===== src/rtl/basereg_pkg.sv =====
// Shared widths, types and helpers for the base register file and its pending-write scoreboard.
// Optional feature macro: BASEREG_BYPASS_EN (writeback-to-read forwarding).
package basereg_pkg;

  localparam int unsigned XLEN      = 32;
  localparam int unsigned REG_COUNT = 32;
  localparam int unsigned ADDR_W    = $clog2(REG_COUNT);
  localparam int unsigned PEND_W    = 2;

  typedef logic [XLEN-1:0]   xword_t;
  typedef logic [ADDR_W-1:0] raddr_t;
  typedef logic [PEND_W-1:0] pend_t;

  localparam pend_t PEND_MAX = '1;

  // Qualified writeback request: en is only set for a real (nonzero) destination.
  typedef struct packed {
    logic   en;
    raddr_t addr;
    xword_t data;
  } wb_req_t;

  function automatic logic is_nonzero(input raddr_t addr);
    return addr != '0;
  endfunction

endpackage


===== src/rtl/basereg_scoreboard.sv =====
// Per-register pending-write counters: issue increments, writeback decrements, full detection.
// Counts saturate at zero on decrement; increments are blocked at PEND_MAX via full_c.
module basereg_scoreboard
  import basereg_pkg::*;
(
  input  logic   clk,
  input  logic   rst_n,
  input  logic   issue,
  input  raddr_t issue_addr,
  input  logic   issue_go,
  input  logic   dec_en,
  input  raddr_t dec_addr,
  input  raddr_t rs1_addr,
  input  raddr_t rs2_addr,
  output pend_t  rs1_cnt_c,
  output pend_t  rs2_cnt_c,
  output logic   full_c
);

  pend_t                cnt_q [REG_COUNT];
  logic [REG_COUNT-1:0] inc_c;
  logic [REG_COUNT-1:0] dec_c;

  // One-hot increment/decrement requests; index 0 is never selected so x0 never goes pending.
  always_comb begin
    inc_c  = '0;
    dec_c  = '0;
    full_c = issue && (cnt_q[issue_addr] == PEND_MAX);
    if (issue && issue_go && !full_c && is_nonzero(issue_addr)) begin
      inc_c[issue_addr] = 1'b1;
    end
    if (dec_en && is_nonzero(dec_addr)) begin
      dec_c[dec_addr] = 1'b1;
    end
  end

  // Simultaneous increment and decrement on one register cancel out.
  always_ff @(posedge clk or negedge rst_n) begin
    if (!rst_n) begin
      for (int i = 0; i < REG_COUNT; i++) begin
        cnt_q[i] <= '0;
      end
    end else begin
      for (int i = 0; i < REG_COUNT; i++) begin
        if (inc_c[i] && !dec_c[i]) begin
          cnt_q[i] <= cnt_q[i] + PEND_W'(1);
        end else if (dec_c[i] && !inc_c[i] && (cnt_q[i] != '0)) begin
          cnt_q[i] <= cnt_q[i] - PEND_W'(1);
        end
      end
    end
  end

  assign rs1_cnt_c = cnt_q[rs1_addr];
  assign rs2_cnt_c = cnt_q[rs2_addr];

endmodule


===== src/rtl/basereg.sv =====
// RV32I base register file with registered read ports and RAW/scoreboard-full stall generation.
// Define BASEREG_BYPASS_EN to forward a same-cycle final writeback into the read registers.
module basereg
  import basereg_pkg::*;
(
  input  logic               i_clk,
  input  logic               i_rst_n,
  input  logic               i_ce,
  input  logic [ADDR_W-1:0]  i_rs1_addr,
  input  logic [ADDR_W-1:0]  i_rs2_addr,
  output logic [XLEN-1:0]    o_rs1,
  output logic [XLEN-1:0]    o_rs2,
  input  logic               i_wr,
  input  logic [ADDR_W-1:0]  i_rd_addr,
  input  logic [XLEN-1:0]    i_rd,
  input  logic               i_issue,
  input  logic [ADDR_W-1:0]  i_issue_rd_addr,
  output logic               o_hazard
);

  xword_t  regs_q [REG_COUNT];
  wb_req_t wb_c;
  pend_t   rs1_cnt_c;
  pend_t   rs2_cnt_c;
  logic    full_c;
  logic    rs1_byp_c;
  logic    rs2_byp_c;
  logic    rs1_haz_c;
  logic    rs2_haz_c;
  logic    hazard_c;
  logic    read_go_c;
  xword_t  rs1_val_c;
  xword_t  rs2_val_c;

  assign wb_c = '{en: i_wr && is_nonzero(i_rd_addr), addr: i_rd_addr, data: i_rd};

  basereg_scoreboard u_scoreboard (
    .clk        (i_clk),
    .rst_n      (i_rst_n),
    .issue      (i_issue),
    .issue_addr (i_issue_rd_addr),
    .issue_go   (read_go_c),
    .dec_en     (wb_c.en),
    .dec_addr   (wb_c.addr),
    .rs1_addr   (i_rs1_addr),
    .rs2_addr   (i_rs2_addr),
    .rs1_cnt_c  (rs1_cnt_c),
    .rs2_cnt_c  (rs2_cnt_c),
    .full_c     (full_c)
  );

  // Source hazards; a source is released by forwarding only when this write retires its last pending issue.
  always_comb begin
    rs1_byp_c = 1'b0;
    rs2_byp_c = 1'b0;
`ifdef BASEREG_BYPASS_EN
    rs1_byp_c = wb_c.en && (wb_c.addr == i_rs1_addr) && (rs1_cnt_c == PEND_W'(1));
    rs2_byp_c = wb_c.en && (wb_c.addr == i_rs2_addr) && (rs2_cnt_c == PEND_W'(1));
`endif
    rs1_haz_c = is_nonzero(i_rs1_addr) && (rs1_cnt_c != '0) && !rs1_byp_c;
    rs2_haz_c = is_nonzero(i_rs2_addr) && (rs2_cnt_c != '0) && !rs2_byp_c;
    hazard_c  = rs1_haz_c || rs2_haz_c || full_c;
    read_go_c = i_ce && !hazard_c;
    rs1_val_c = rs1_byp_c ? wb_c.data : regs_q[i_rs1_addr];
    rs2_val_c = rs2_byp_c ? wb_c.data : regs_q[i_rs2_addr];
  end

  assign o_hazard = hazard_c;

  // Storage; entry 0 is cleared on reset and never written, so x0 always reads zero.
  always_ff @(posedge i_clk or negedge i_rst_n) begin
    if (!i_rst_n) begin
      for (int i = 0; i < REG_COUNT; i++) begin
        regs_q[i] <= '0;
      end
    end else if (wb_c.en) begin
      regs_q[wb_c.addr] <= wb_c.data;
    end
  end

  // Operand read registers; stall or disabled stage holds the previous operands.
  always_ff @(posedge i_clk or negedge i_rst_n) begin
    if (!i_rst_n) begin
      o_rs1 <= '0;
      o_rs2 <= '0;
    end else if (read_go_c) begin
      o_rs1 <= rs1_val_c;
      o_rs2 <= rs2_val_c;
    end
  end

endmodule


===== config.mk =====
export PLATFORM = sky130hd
export DESIGN_NAME = basereg
export DESIGN_NICKNAME = d
export VERILOG_FILES = /design/src/rtl/basereg_pkg.sv /design/src/rtl/basereg_scoreboard.sv /design/src/rtl/basereg.sv
export SDC_FILE = /design/constraint.sdc
export NUM_CORES = 2
export LEC_CHECK = 0
export ABC_AREA = 0
export CAP_MARGIN = 30
export CORE_ASPECT_RATIO = 0.75
export CORE_UTILIZATION = 30
export DETAILED_ROUTE_END_ITERATION = 8
export GPL_TIMING_DRIVEN = 0
export PLACE_DENSITY_LB_ADDON = 0.25
export SLEW_MARGIN = 20
export SYNTH_ARGS = -nofsm -noshare
export SYNTH_HDL_FRONTEND = slang
export SYNTH_SLANG_ARGS = --single-unit

===== constraint.sdc =====
create_clock -name i_clk -period 4 [get_ports i_clk]
set_input_delay 1.2 -clock i_clk [delete_from_list [all_inputs] [get_ports i_clk]]
set_output_delay 1.2 -clock i_clk [all_outputs]
set_load 0.01 [all_outputs]

# Word level (Yosys, flattened, before mapping)
# Cells that the tools add are included.
dict set report totals {
  output_inout_bits 65
  regBits 1152
  inputBits 57
}
dict set report op_classes {
  muxes 88
  n_addsub 64
  n_reduce_logical 246
  n_lt_le_gt_ge 9
  bitwise_logic 4
  eq_ne 1
}
# operator n
set op_table {}
lappend op_table {{bitwise mux 1024 bit} 1}
lappend op_table {{binary-select mux 32 bit (select 5 bit)} 2}
lappend op_table {{two-way mux 32 bit} 7}
lappend op_table {{demux 32 bit (select 5 bit)} 1}
lappend op_table {{two-way mux 2 bit} 70}
lappend op_table {{nonzero test 2 bit} 66}
lappend op_table {{logical AND 1 bit} 108}
lappend op_table {{zero test 1 bit} 66}
lappend op_table {{adder 2 x 1 -> 2 bit (second input constant)} 32}
lappend op_table {{subtractor 2 x 1 -> 2 bit (second input constant)} 32}
lappend op_table {{binary-select mux 2 bit (select 5 bit)} 3}
lappend op_table {{>= comparator 6 bit (second input constant)} 4}
lappend op_table {{inverter 5 -> 6 bit} 4}
lappend op_table {{nonzero test 5 bit} 4}
lappend op_table {{less-than comparator 5 x 6 -> 1 bit (second input constant)} 2}
lappend op_table {{demux 1 bit (select 5 bit)} 2}
lappend op_table {{>= comparator 5 x 1 -> 1 bit (second input constant)} 2}
lappend op_table {{less-than comparator 6 x 1 -> 1 bit (second input constant)} 1}
lappend op_table {{== test 2 bit (second input constant)} 1}
lappend op_table {{logical OR 1 bit} 2}
lappend op_table {{two-way mux 1 bit} 2}

# Depth between registers and ports, before layout
dict set report logic_depth {
  ltp_word 19
  depth_mapped 14
  mapped_depth_nobuf 8
}

# Hierarchy
# A second synthesis with hierarchy kept.
dict set report unflattened {
  cells_unflattened 4219
  hier_area_um2 60724.5
}
# mod cells_per_inst n_inst seq_area_each_um2 area_each_um2
set by_module_without_submodules {}
lappend by_module_without_submodules {basereg 3639 1 27226.1 55288.0}
lappend by_module_without_submodules {basereg_scoreboard 580 1 1601.5 5436.5}

# Worst setup path after synthesis
# OpenSTA, ideal clock, no wires.
dict set report synth_path {
  path_type {input port to output port}
  start {in i_issue_rd_addr[1]}
  end {out o_hazard}
  slack_ps -148
  arrival_ps 2948
  stages 9
  t_required_ps 2800
  path_cell_list {buf_2 buf_4 buf_2 mux4_2 a22oi_1 o211ai_1 nand3_1 buf_2 nand3_1}
}
dict set report synth_between {
  elab_chain_cells 7
}
# element line
set synth_rtl {}
lappend synth_rtl {{from (decl)} basereg.sv:17} ;# input logic [ADDR_W-1:0] i_issue_rd_addr,
lappend synth_rtl {{inverter 5 -> 6 bit (not written as such)} basereg_scoreboard.sv:28} ;# full_c = issue && (cnt_q[issue_addr] == PEND_MAX);
lappend synth_rtl {{binary-select mux 2 bit (select 5 bit)} basereg_scoreboard.sv:28}
lappend synth_rtl {{two-way mux 2 bit (not written as such) (2 in series)} basereg_scoreboard.sv:28}
lappend synth_rtl {{== test 2 bit} basereg_scoreboard.sv:28}
lappend synth_rtl {{logical AND 1 bit} basereg_scoreboard.sv:28}
lappend synth_rtl {{logical OR 1 bit} basereg.sv:62} ;# hazard_c = rs1_haz_c || rs2_haz_c || full_c;
lappend synth_rtl {{to (decl)} basereg.sv:18} ;# output logic o_hazard
# No other way between the ends. The select of a mux whose other input is x is not followed.

# Worst setup path in the final report
dict set report layout_path {
  start {in i_issue_rd_addr[0]}
  end {out o_hazard}
}
# The elaborated chain is that of the path after synthesis.

==> reports/results.ini <==
[status]
outcome = finished with violations
violations = setup timing

[route]
dr.first_iter.drc_count = 5905
wire_per_inst_um = 31.2
num_vias = 45303
dr.pass1.iters = 6
drc = 0
wl_um = 247000
drtAntennaViolNets = 0
via_per_inst = 5.73

[setup_path]
criticalPathCategory = input port to output port
crit_family = compound AO/OA/AOI/OAI gates
end_kind = output port
startpoint_type = input port
arrival_ps = 2950
crit_buf_inv = 3
path_max_fanout = 4
crit_chain = buf_6, buf_8, mux4_2, a32oi_1, o22ai_1, a211o_1, nand3_4, nand3_4, buf_6
max_stage_delay_ps = 560
cpMaxStageDelayCell = mux4_2
required_ps = 2800

[pwr]
vdd_drop_max_v = 0.000415
p_leak_nw = 31.5
powerDensity_mw_per_mm2 = 503

[synthesis]
ys_async_sr_fraction_pct = 100
synthSimpleGateAreaFrac_pct = 10.3
syn_area_sq_mm = 0.0614
yosysUniqueCellTypes = 69
synth_edf_count = 0
seq_area_frac_synth_pct = 47.0
synth.area.mux_share_pct = 37.1
synth_xor_area_share_pct = 0
netlist_instances = 4752
synth_top_family_by_area = multiplexers
synth_nets = 4809
syn_area_per_cell_sq_um = 12.9
ys_seq_elements = 1152
synth_compound_area_share_pct = 2.55
yosysWarningCount = 0
synth_flop_cell = dfrtp_1
synthAdderAreaFrac_pct = 0

[cells_and_area]
layout-drive-gt1-share_pct = 36.0
area_delta_synth_final_pct = 17.9
fin_util_pct = 35.7
final_nets = 5181
fin_area_sq_mm = 0.0724

[die]
start_util_pct = 30.3
die_area_sq_mm = 0.206
die_y_um = 394
die_w_um = 524
ioPinCount = 122
num_rows = 143
core_area_sq_mm = 0.203

[timing]
slew_headroom_pct = 25.6
setup_slack_ps = -153
setup_violations = 3
drv_slew = 0
hold_viol_final = 0
final.setup.tns_ps = -204
whs_ps = 363
worstMarginPinSlew_ps = 1120
fin_crit_sh_pct = 104
clock_skew_ps = 38.6
fin_crit_ps = 4150
rsz0062_at_grt = true
fmax_mhz = 241

[placement]
place.gp.congestion = 0.919
placed_area_sq_mm = 0.0673
post-place-ws_ps = -1800
dp_hpwl_um = 177000
io_buffers = 117

[clocking]
cts.path.max_buffers = 3
cts_tree = done
htree_levels = 3
clock_sinks = 1152
numCtsBuffers = 120
clkSlewWorstSetupHoldPaths_ps = 60
cts_root_buf = clkbuf_16
clk_latency_ps = 800

[global_route]
grt_max_degree = 141
grt_usage_pct = 23.9
grt_pass1_wl_um = 348000
antenna_found_initial = 12
grt_pass1_vias = 44519
grt_remaining_overflow = 0

[min_path]
hp-class = input port to asynchronous set/reset pin

[run]
cap_violations = 0

## cell type report
| type | count | area, sq um |
|---|---|---|
| tap | 2682 | 3360 |
| antenna | 8 | 20.0 |
| fill | 19741 | 130000 |
| clock buffer | 182 | 3570 |
| inverter | 11 | 48.8 |
| clock inverter | 39 | 624 |
| timing repair buffer | 256 | 2790 |
| sequential | 1152 | 28800 |
| buffer | 468 | 2200 |
| multi-input combinational | 3115 | 31000 |
## per-stage QoR
| stage | total power [W] | instances |
|---|---|---|
| floorplan | 0.0206 | 4752 |
| global placement | 0.0239 | 7551 |
| detailed placement | 0.0242 | 7636 |
| CTS | 0.0365 | 7884 |
| global route | 0.0379 | 7907 |
| finish | 0.0364 | 7913 |
## registers in the layout (all words and copies together), names as in the netlist
register and flops:
o_rs2 32, regs_q 1024, o_rs1 32, u_scoreboard.cnt_q 64
## cells in the mapped netlist (4+ instances only)
cell | n | area [sq um]
and3_1 | 28 | 175
or3b_2 | 4 | 35.0
o211a_1 | 7 | 70.1
buf_4 | 7 | 52.6
o21ai_1 | 9 | 45.0
o2111ai_1 | 11 | 96.3
mux4_2 | 655 | 14800
and3b_1 | 12 | 105
nor2_1 | 100 | 375
o31ai_1 | 9 | 67.6
nor2b_1 | 13 | 81.3
o22ai_1 | 7 | 43.8
nand2_1 | 1174 | 4410
o211ai_1 | 15 | 113
buf_6 | 7 | 78.8
nand3_1 | 27 | 135
nand3b_1 | 10 | 75.1
nor4_1 | 5 | 31.3
dfrtp_1 | 1152 | 28800
inv_1 | 10 | 37.5
nor3b_1 | 12 | 90.1
and2_1 | 16 | 100
o21ai_0 | 79 | 395
clkbuf_1 | 374 | 1400
a21oi_1 | 25 | 125
a32oi_1 | 8 | 70.1
buf_1 | 65 | 244
a211oi_1 | 13 | 97.6
mux2_2 | 641 | 7220
nor3_1 | 41 | 205
o2bb2ai_1 | 9 | 78.8
buf_2 | 21 | 105
nand4_1 | 27 | 169
or3_1 | 5 | 31.3
nand2b_1 | 7 | 43.8
nor4_2 | 4 | 50.1
o32ai_1 | 8 | 70.1
mux2i_1 | 81 | 811
## kinds of logic after synthesis
logic type / Yosys count
AO/OA/AOI/OAI: 234
buffers and inverters: 485
flip-flops: 1152
multiplexers: 1377
AND/OR/NAND/NOR: 1504
## cell usage in the layout (no fill, tap or decap), types with 20 or more instances in the layout
cell / instances
a21oi_1: 25
buf_1: 20
nand3_1: 24
buf_2: 52
nand4_1: 27
clkbuf_16: 121
clkbuf_8: 34
nor3_1: 34
o21ai_0: 77
mux2_2: 641
mux4_2: 655
dfrtp_1: 1144
buf_4: 52
clkbuf_1: 318
nor2_1: 82
buf_6: 85
clkbuf_2: 76
clkdlybuf4s50_1: 103
mux2i_1: 78
and3_1: 28
nand2_1: 1171
## report_power, final
group / internal (W) / switching, W
combinational: 0.00458 / 0.00396
sequential: 0.0140 / 0.00176
clock: 0.00688 / 0.00527
total: 0.0254 / 0.0110
## timing repair
item                                    CTS  global route
pin swaps                                15            15
gates resized for setup                 166            67
hold buffers                              0             0
endpoints found under the setup margin  138            55
buffers inserted                         28            13
gates cloned                              1             0
## layer usage
layer	part of all wire (%)	wire [um]	vias to the layer above	global-route usage [%]
li1	-	-	18182	-
met1	43	107000	24224	34.4
met2	41	102000	2435	32.8
met3	12	28600	458	8.36
met4	3.9	9700	4	8.69
met5	0.011	26	-	0.116
## worst reg2reg max path, delay by kind of cell (launching register included)
kind	cells	cell delay, ps
AND/OR/NAND/NOR	4	850
multiplexers	2	710
AO/OA/AOI/OAI	2	290
buffers and inverters	4	1390
flip-flops	1	470
## path summary, 6_finish.rpt
check | start | end | slack [ps] | cells past startpoint
worst max-delay path | i_issue_rd_addr[0] | o_hazard | -150 | 9
worst min-delay path | i_rst_n | u_scoreboard.cnt_q[12] | 360 | 1
worst max register to register | u_scoreboard.cnt_q[30] | o_rs2[19] | 210 | 12
worst min register to register | regs_q[1018] | regs_q[1018] | 480 | 1
max in group asynchronous | i_rst_n | regs_q[17] | 1320 | 4
min in group i_clk | regs_q[1018] | regs_q[1018] | 480 | 1
No activity file was read; power rests on OpenSTA's default activity.
